**src/rtl/cla.sv**
```systemverilog
// cla: registered two-level carry-lookahead adder, {cout,s} = a + b + cin.
// Latency: one cycle, inputs to registered outputs. Throughput: one add per cycle.
// Backpressure: none; a new operand pair is accepted on every edge.
// Ports: clk_1Hz (clock), rst (sync active-high), a/b (WIDTH operands), cin,
//        s (sum), cout (carry-out), pg/gg (block propagate/generate for cascading).
module cla #(
  parameter int WIDTH = 4
) (
  input  logic             clk_1Hz,
  input  logic             rst,
  input  logic [WIDTH-1:0] a,
  input  logic [WIDTH-1:0] b,
  input  logic             cin,
  output logic [WIDTH-1:0] s,
  output logic             cout,
  output logic             pg,
  output logic             gg
);

  // Only whole 4-bit groups are supported.
  if ((WIDTH < 4) || ((WIDTH % 4) != 0)) begin : g_bad_width
    $error("cla: WIDTH must be a positive multiple of 4");
  end

  localparam int NG = WIDTH / 4;     // 4-bit groups
  localparam int NB = (NG + 3) / 4;  // blocks of up to 4 groups

  // Lookahead carry into position n (0..4) of a 4-wide slice, written as a
  // flat sum of products: OR_m (gv[m] & pv[m+1..n-1]) | (pv[0..n-1] & ci).
  function automatic logic carry4(input logic [3:0] gv, input logic [3:0] pv,
                                  input logic ci, input int n);
    logic r;
    logic t;
    r = 1'b0;
    for (int m = 0; m < 4; m++) begin
      if (m < n) begin
        t = gv[m];
        for (int q = m + 1; q < 4; q++) begin
          if (q < n) t = t & pv[q];
        end
        r = r | t;
      end
    end
    t = ci;
    for (int q = 0; q < 4; q++) begin
      if (q < n) t = t & pv[q];
    end
    return r | t;
  endfunction

  logic [WIDTH-1:0] g, p, c;
  // Group G/P padded to whole blocks: pad groups are pure propagate (g=0,p=1)
  // so they pass the carry through and leave block G/P unchanged.
  logic [4*NB-1:0]  grp_g, grp_p;
  logic [4*NB-1:0]  grp_c;
  logic [NB-1:0]    blk_g, blk_p;
  logic [NB-1:0]    blk_c;

  logic [WIDTH-1:0] s_d, s_q;
  logic             cout_d, cout_q;
  logic             pg_d, pg_q;
  logic             gg_d, gg_q;

  always_comb begin
    logic t;
    g     = a & b;
    p     = a ^ b;
    grp_g = '0;
    grp_p = '1;
    grp_c = '0;
    blk_g = '0;
    blk_p = '0;
    blk_c = '0;
    c     = '0;
    cout_d = 1'b0;
    gg_d   = 1'b0;

    // First level: group generate/propagate per 4-bit slice.
    for (int k = 0; k < NG; k++) begin
      grp_g[k] = carry4(g[4*k +: 4], p[4*k +: 4], 1'b0, 4);
      grp_p[k] = &p[4*k +: 4];
    end

    // Block generate/propagate over 4 groups.
    for (int bk = 0; bk < NB; bk++) begin
      blk_g[bk] = carry4(grp_g[4*bk +: 4], grp_p[4*bk +: 4], 1'b0, 4);
      blk_p[bk] = &grp_p[4*bk +: 4];
    end

    // Block carry-ins, flat expansion across blocks (single block: just cin).
    for (int bk = 0; bk < NB; bk++) begin
      t = cin;
      for (int q = 0; q < NB; q++) begin
        if (q < bk) t = t & blk_p[q];
      end
      blk_c[bk] = t;
      for (int m = 0; m < NB; m++) begin
        if (m < bk) begin
          t = blk_g[m];
          for (int q = 0; q < NB; q++) begin
            if ((q > m) && (q < bk)) t = t & blk_p[q];
          end
          blk_c[bk] = blk_c[bk] | t;
        end
      end
    end

    // Block-level carry-out and cin-independent generate use the same expansion.
    t = cin;
    for (int q = 0; q < NB; q++) t = t & blk_p[q];
    cout_d = t;
    for (int m = 0; m < NB; m++) begin
      t = blk_g[m];
      for (int q = 0; q < NB; q++) begin
        if (q > m) t = t & blk_p[q];
      end
      cout_d = cout_d | t;
      gg_d   = gg_d | t;
    end

    // Group carry-ins inside each block.
    for (int bk = 0; bk < NB; bk++) begin
      for (int j = 0; j < 4; j++) begin
        grp_c[4*bk+j] = carry4(grp_g[4*bk +: 4], grp_p[4*bk +: 4], blk_c[bk], j);
      end
    end

    // Bit carries inside each group.
    for (int k = 0; k < NG; k++) begin
      for (int j = 0; j < 4; j++) begin
        c[4*k+j] = carry4(g[4*k +: 4], p[4*k +: 4], grp_c[k], j);
      end
    end

    s_d  = p ^ c;
    pg_d = &grp_p;
  end

  always_ff @(posedge clk_1Hz) begin
    if (rst) begin
      s_q    <= '0;
      cout_q <= 1'b0;
      pg_q   <= 1'b0;
      gg_q   <= 1'b0;
    end else begin
      s_q    <= s_d;
      cout_q <= cout_d;
      pg_q   <= pg_d;
      gg_q   <= gg_d;
    end
  end

  assign s    = s_q;
  assign cout = cout_q;
  assign pg   = pg_q;
  assign gg   = gg_q;

endmodule

```
**config.mk**
```make
export PLATFORM = sky130hd
export DESIGN_NAME = cla
export DESIGN_NICKNAME = d
export VERILOG_FILES = /design/src/rtl/cla.sv
export SDC_FILE = /design/constraint.sdc
export NUM_CORES = 1
export LEC_CHECK = 0
export BUFFER_PORTS_ARGS = -buffer_cell sky130_fd_sc_hd__clkbuf_2
export CORE_AREA = 2 2 39 41
export CTS_CLUSTER_DIAMETER = 120
export DETAILED_ROUTE_END_ITERATION = 12
export DIE_AREA = 0 0 41 43
export GPL_ROUTABILITY_DRIVEN = 0
export SETUP_SLACK_MARGIN = 0.3
export SLEW_MARGIN = 20
export SYNTH_ARGS = -nofsm -noshare
export SYNTH_HDL_FRONTEND = slang
export SYNTH_SLANG_ARGS = --single-unit
```
**constraint.sdc**
```tcl
create_clock -name clk_1Hz -period 1.6 [get_ports clk_1Hz]
set_clock_uncertainty 0.05 [all_clocks]
set_input_delay 0.32 -clock clk_1Hz [delete_from_list [all_inputs] [get_ports clk_1Hz]]
set_output_delay 0.32 -clock clk_1Hz [all_outputs]
set_load 0.01 [all_outputs]
```
-- Word level (Yosys, flattened, before mapping)
Index checks and enable logic that the tools add are counted.
- bitwise gates (word level): 23
- reductions and logical operators: 1
- operators with widths (kind ; number):
    1-bit AND ; 10
    1-bit OR ; 10
    4-bit XOR ; 2
    4-bit AND ; 1
    4-bit AND reduction ; 1
- register bits after elaboration: 7
- bits of input ports: 11
- output and inout port bits: 7
- word-level logic and storage cells: 28

-- Depth between registers and ports, before layout
Gate-level depths: netlist (run 1).
- depth after elaboration: 8
- depth in mapped cells: 5
- depth with buffers taken out: 5

-- Worst setup path before layout (run 1)
OpenSTA, ideal clock, no wires.
- path kind: input port to flip-flop
- from: input a[0]
- to: register s_q[3] (netlist: s[3])
- library setup time: 0.122 ns
- arrival: 1.303 ns
- data required time: 1.428 ns
- path slack: 0.125 ns
- stages on the path: 5
- path buffers: 0
- cell sequence: ha_1 -> ha_1 -> o211a_1 -> nor3_1 -> nor3b_2
- cells in the longest elaborated chain, start to end: 7
- elaborated cells on any way between the ends: 11
- classes of those cells: bitwise: 11
- ends and longest elaborated chain (element ; line ; source):
    start, declared ; 11 ; input logic [WIDTH-1:0] a,
    4-bit AND ; 66 ; g = a & b;
    1-bit AND (2 in series) ; 39 ; if (q < n) t = t & pv[q];
    1-bit OR (2 in series) ; 41 ; r = r | t;
    1-bit OR (*) ; 48 ; return r | t;
    4-bit XOR (*) ; 135 ; s_d = p ^ c;
    end signal, assigned ; 141 ; s_q <= '0;
    end signal, assigned ; 146 ; s_q <= s_d;
    end, declared ; 59 ; logic [WIDTH-1:0] s_d, s_q;
Every way passes the cells marked *; elsewhere a longest branch is shown, timed or not.
A chain may end at the register's enable or synchronous reset.

-- Final worst setup path (run 1)
- from: input a[0]
- to: register s_q[2] (netlist: s[2])
- cells in the longest elaborated chain, start to end: 5
- elaborated cells on any way between the ends: 8
- classes of those cells: bitwise: 8
- ends and longest elaborated chain (element ; line):
    4-bit AND or 4-bit XOR (tied branches) ; 66, 67
    1-bit AND, on equally long branches ; 39, 46
    1-bit OR or 1-bit AND (tied branches) ; 41, 46
    1-bit OR (*) ; 48
    4-bit XOR (*) ; 135
Marks and branches as above.

==> summary.md, run 1 <==
| Metric | Value |
|---|---|
| First-pass DRT Iterations | `2` |
| Fin nets | `74` |
| Finished Cell Area | `around 520 um^2` |
| First-pass GRT wire length | `roughly 1100 um` |
| Worst Setup End Kind | `register` |
| Status | `complete, no violations` |
| Buffer depth of the longest clock path | `2` |
| Final setup violation count | `0` |
| Core region area | `around 1400 um^2` |
| RSZ-0062 raised after global routing | `false` |
| Clock sink count | `7` |
| Starting Density | `a little over a quarter` |
| PwrDens | `894.5 nW/um^2` |
| Switching power | `between 0.1 and 0.15 mW` |
| Antenna diodes | `0` |
| Number of global-route vias before repair | `about 280` |
| Inst Count DP | `about 70` |
| Fin util | `a little under two fifths` |
| Cell leakage power | `around 0.26 nW` |
| Clock share of power | `32.1%` |
| Hold Vio Cnt, Final | `0` |
| Synth Warn # | `0` |
| MaxCap Viol Count | `0` |
| Sum Neg Setup Slack | `0 ns` |
| Largest family of logic cells by synthesized area | `adder cells` |
| Syn_nets | `52` |
| Synth Area in Adders | `approximately 22%` |
| Initial drt markers | `2` |
| DR vias/cell | `between 4 and 5` |
| Hold_buf cts | `0` |
| Antenna violations before repair | `0` |
| Yosys top cell by area | `dfxtp_1` |
| CTS Buf Count | `3` |
| Syn Area/Cell | `between 10 and 15 um^2` |
| I/O Buffers | `17` |
| Area delta synth->final | `42.52%` |
| Post-synthesis sequential area ratio | `38.10%` |
| Die area | `between 1500 and 2000 um^2` |
| Row count | `14` |
| Die width | `41 um` |
| Number of distinct library cells after synthesis | `19` |
| Via Count | `about 320` |
| Overall Global Routing Usage | `between 10% and 20%` |
| WHS Path Cells | `2` |
| Post-DP Area | `between 400 and 500 um^2` |
| Post-Synth XOR/XNOR Area | `2.381%` |
| CTS-repair resized insts | `0` |
| CP required | `around 1.7 ns` |
| H-tree depth | `1` |
| Layout cells sized above 1 | `approximately 45%` |
| Antenna Nets Post-Route | `0` |
| Hold path startpoint | `rst` |
| Num ports | `18` |
| Tmin final | `between 1 and 1.5 ns` |
| Tot Pwr | `0.4690 mW` |
| Pint | `0.3472 mW` |
| Hold endpoint | `s[1]$_SDFF_PP0_` |
| DRC | `0` |
| Mapped Area | `between 300 and 400 um^2` |
| Switching Share | `25.97%` |
| Pre-CTS setup slack | `about 0.06 ns` |
| Setup Fix Bufs, Post-CTS | `0` |
| Clock-pin transition on the worst setup and hold timing paths | `about 0.05 ns` |
| Routed WL per cell | `10.10 um` |
| Share of the synthesized area in the top cell type | `a little under two fifths` |
| Synth Area in Simple Gates | `around 16%` |
| Crit path kind | `input pin to register` |
| Startpoint Class | `input pin` |
| Non-Filler Instances | `just over 70` |
| Register share of total power | `41.5%` |
| Die outline height | `around 43 um` |
| Post-synthesis mux area share | `0%` |
| Placed wire-length estimate | `621.4 um` |
| Synthesized instance count | `35` |
| Worst setup margin | `around 0.36 ns` |
| Combinational group share of total power | `26.3%` |
| CTS Root Cell | `clkbuf_4` |
| CTS tree | `built` |
| Global route overflow | `0` |
| Hold WC Path Type | `input pin to register` |
| Worst Hold Slack | `0.2917 ns` |
| Leading post-synthesis cells by cell area | `dfxtp_1, ha_1, fa_1` |
| Yosys reg bits | `7` |
| Crit-path max FO | `3` |
| Slew margin rel. | `a little under nine tenths` |
| Achievable frequency | `between 800 and 900 MHz` |
| Final period utilization | `between 70 and 80%` |
| Max IR drop VDD | `between 0.00015 and 0.0002 V` |
| Crit path DAT | `~1.3 ns` |
| Post-Route WL | `about 730 um` |
| Slew @ Worst Pin | `between 0.2 and 0.25 ns` |
| Synth Area in Compound Gates | `between 20% and 30%` |
| Largest net degree at the start of global routing | `8` |
| Final Max Tran Viols | `0` |
-- area by class of cell --
class / instances / area [um^2]
multi-input combinational: 28 / 252.7
tap: 16 / 20.02
clock buffer: 4 / 26.28
timing repair buffer: 17 / 85.08
fill: 144 / 859.6
sequential: 7 / 140.1
-- layout by cell type (no fill, tap or decap) --
cell | synthesis | layout
clkbuf_1 | 0 | 1
o21a_1 | 2 | 2
nor3b_2 | 1 | 1
a21oi_1 | 2 | 2
nand2_1 | 1 | 1
ha_2 | 0 | 1
o21ai_1 | 1 | 1
o21bai_1 | 1 | 1
nor3_1 | 3 | 1
ha_1 | 5 | 3
nand3_1 | 1 | 1
clkbuf_2 | 0 | 17
a211o_1 | 1 | 1
a21o_1 | 2 | 2
nor3_2 | 0 | 2
o211a_1 | 1 | 1
xnor2_1 | 1 | 1
dfxtp_1 | 7 | 7
nor2b_1 | 1 | 1
fa_1 | 1 | 1
clkbuf_4 | 0 | 3
o211ai_1 | 1 | 1
nor2_1 | 2 | 2
ha_4 | 0 | 1
nor3b_1 | 1 | 1
-- kinds of logic (layout without fill, tap and decap cells) --
kind of cell               Yosys count  in the layout
AOI/OAI and AO/OA                   11             11
and+or+nand+nor                     10             10
DFF                                  7              7
adders and majority gates            6              6
xor gates and xnor gates             1              1
buffers and inverters                0             21
-- critical path, stage by stage --
cell and delay [ns]:
clkbuf_2 0.12, ha_4 0.25, ha_2 0.17, o21a_1 0.20, nor3_1 0.18, nor3_2 0.07
-- worst max path at each step --
stage / start / to / slack, ns / cells past startpoint
finish: a[0] / s[2]$_SDFF_PP0_ / 0.36 / 6
global route: a[0] / s[3]$_SDFF_PP0_ / 0.30 / 6
CTS: a[0] / s[2]$_SDFF_PP0_ / 0.31 / 6
detailed placement: a[0] / s[2]$_SDFF_PP0_ / 0.06 / 6
global placement: a[0] / s[3]$_SDFF_PP0_ / 0.11 / 6
floorplan: a[0] / s[3]$_SDFF_PP0_ / 0.31 / 5
-- power groups by stage --
| stage | Clock, mW | Combinational [mW] | Sequential, mW |
|---|---|---|---|
| 2_1_floorplan | 0 | 0.0676 | 0.208 |
| 5_1_grt | 0.176 | 0.138 | 0.197 |
| 4_1_cts | 0.157 | 0.124 | 0.195 |
| 6_report | 0.151 | 0.123 | 0.195 |
| 3_3_place_gp | 0 | 0.121 | 0.198 |
| 3_5_place_dp | 0 | 0.124 | 0.198 |
-- layer usage --
metal / global-route usage (%) / share of wire (%)
met5: 0 / 0
met4: 12.00 / 1.9
met3: 1.571 / 3.3
met2: 14.06 / 52
met1: 11.58 / 42
-- synthesized netlist by cell type, drive strengths merged --
cell	count
a211o	1
a21o	2
a21oi	2
dfxtp	7
fa	1
ha	5
nand2	1
nand3	1
nor2	2
nor2b	1
nor3	3
nor3b	2
o211a	1
o211ai	1
o21a	2
o21ai	1
o21bai	1
xnor2	1
-- flip-flops by register name, summed over array words and instances (netlist names) --
register,flops
cout,1
gg,1
pg,1
s,4
(Power assumes the default switching activity.)
==> run 2, diff against run 1 <==
Clock period 1.6 ns to 1.2 ns, I/O delays scaled along.
==> summary.md, run 2 (synthesis gave the netlist of run 1 again) <==
| Metric | Value |
|---|---|
| RSZ-0062 raised after global routing | `true` |
| First-pass DRT Iterations | `4 (+2)` |
| Die outline height | `43 um (unchanged)` |
| Tmin final | `between 1 and 1.5 ns` |
| CP required | `1.32 ns (-0.36 ns)` |
| Crit path DAT | `1.23 ns (-0.09 ns)` |
| PwrDens | `1046 nW/um^2 (+17%)` |
| Core region area | `1384 um^2 (unchanged)` |
| CTS Buf Count | `3 (unchanged)` |
| Via Count | `349 (+8.7%)` |
| Clock-pin transition on the worst setup and hold timing paths | `0.05 ns (about the same)` |
| Num ports | `18 (unchanged)` |
| Placed wire-length estimate | `570 um (-8.3%)` |
| MaxCap Viol Count | `0 (unchanged)` |
| Antenna violations before repair | `0 (unchanged)` |
| I/O Buffers | `17 (unchanged)` |
| Achievable frequency | `slightly below 900 MHz` |
| Fillers | `145 (+0.69%)` |
| Most frequent cells in the layout | `clkbuf_2, dfxtp_1, buf_2, buf_4, ha_4` |
| Buffer depth of the longest clock path | `2 (unchanged)` |
| Final period utilization | `between 90 and 100%` |
| Starting Density | `26.58% (unchanged)` |
| Area delta synth->final | `76.87%` |
| Hold WC Path Type | `input pin to register` |
| Cell leakage power | `0.3038 nW (+17%)` |
| First-pass GRT wire length | `1110 um (-2.5%)` |
| Slew margin rel. | `85.16% (-0.58 points)` |
| Startpoint Class | `input pin` |
| CTS Root Cell | `clkbuf_4` |
| CTS tree | `built` |
| Most common cell after layout, fill and taps aside | `clkbuf_2` |
| Largest net degree at the start of global routing | `7 (-1)` |
| Fin util | `47.02% (+9.1 points)` |
| Overall Global Routing Usage | `9.347% (-0.89 points)` |
| DR vias/cell | `4.474 (+0.36%)` |
| Die width | `41 um (unchanged)` |
| Antenna Nets Post-Route | `0 (unchanged)` |
| Post-Route WL | `688 um (-5.4%)` |
| WHS Path Cells | `2 (unchanged)` |
| Global route overflow | `0 (unchanged)` |
| Fin nets | `80 (+8.1%)` |
| Routed WL per cell | `8.821 um (-13%)` |
| Row count | `14 (unchanged)` |
| Hold Vio Cnt, Final | `0 (unchanged)` |
| Max IR drop VDD | `0.0003695 V (+90%)` |
| Hold endpoint | `s[1]$_SDFF_PP0_` |
| Layout cells sized above 1 | `59.68% (+15 points)` |
| H-tree depth | `1 (unchanged)` |
| DRC | `0 (unchanged)` |
| Worst Setup End Kind | `register` |
| Tot Pwr | `0.6803 mW (+45%)` |
| Hold path startpoint | `rst` |
| Status | `complete, no violations` |
| Die area | `1763 um^2 (unchanged)` |
| Final Max Tran Viols | `0 (unchanged)` |
| Initial drt markers | `8 (+6)` |
| Antenna diodes | `0 (unchanged)` |
| Crit-path max FO | `2 (-1)` |
| Clock sink count | `7 (unchanged)` |
| Final setup violation count | `0 (unchanged)` |
| Crit path kind | `input pin to register` |
| Slew @ Worst Pin | `0.2209 ns (+0.008686 ns)` |
| Max FFs per register | `4 (unchanged)` |
| Number of global-route vias before repair | `294 (+3.9%)` |
## run 2: per-layer routing
metal	GRT usage (%)	share of wire, %
met2	11.88	51
met3	3.141	5.5
met4	6.000	0
met1	12.90	43
met5	0	0
## run 2: layout make-up
cell class	count	area, um^2	share of cell area (%)
multi-input cells	28	310.3	47.69
well taps	16	20.02	3.077
clock buffers	4	26.28	4.038
flip-flops and latches	7	141.4	21.73
repair buffers	23	152.6	23.46
## run 2: worst max path at each step
stage / start / end / slack, ns
floorplan: a[0] / s[3]$_SDFF_PP0_ / 0.01
CTS: b[0] / s[3]$_SDFF_PP0_ / 0.08
global placement: a[0] / s[3]$_SDFF_PP0_ / -0.16
finish: b[0] / s[3]$_SDFF_PP0_ / 0.08
global route: b[0] / s[2]$_SDFF_PP0_ / 0.07
detailed placement: a[0] / s[3]$_SDFF_PP0_ / -0.18
## run 2: repair_timing
action                     CTS  global route
buffers inserted             2             0
gates resized for setup      1            15
hold buffers                 0             0
setup endpoints to repair   12            13
pin swaps                    4             4
## run 2: report_power, final
part / total, mW / switching (mW) / internal, mW
clock: 0.197 / 0.0711 / 0.126
sequential: 0.259 / 0.00389 / 0.255
combinational: 0.224 / 0.0962 / 0.128
total: 0.680 / 0.171 / 0.509
## run 2: worst max-delay path, stage by stage
cell     delay [ns]
buf_8          0.10
ha_4           0.24
ha_4           0.15
o211a_1        0.23
o21ai_1        0.11
nor3b_2        0.16
## run 2: stage by stage
| stage | TNS, ns | instances | hold WS, ns | setup slack [ns] | cell area [um^2] |
|---|---|---|---|---|---|
| after floorplan | 0 | 35 | 0.2595 | 0.01423 | 437.9 |
| after CTS | 0 | 78 | 0.1979 | 0.07810 | 623.1 |
| after detailed placement | -0.5215 | 72 | 0.4503 | -0.1828 | 573.1 |
| after global routing | 0 | 78 | 0.2115 | 0.06892 | 650.6 |
| after global placement | -0.4895 | 72 | 0.4529 | -0.1638 | 573.1 |
| final | 0 | 78 | 0.2005 | 0.08182 | 650.6 |
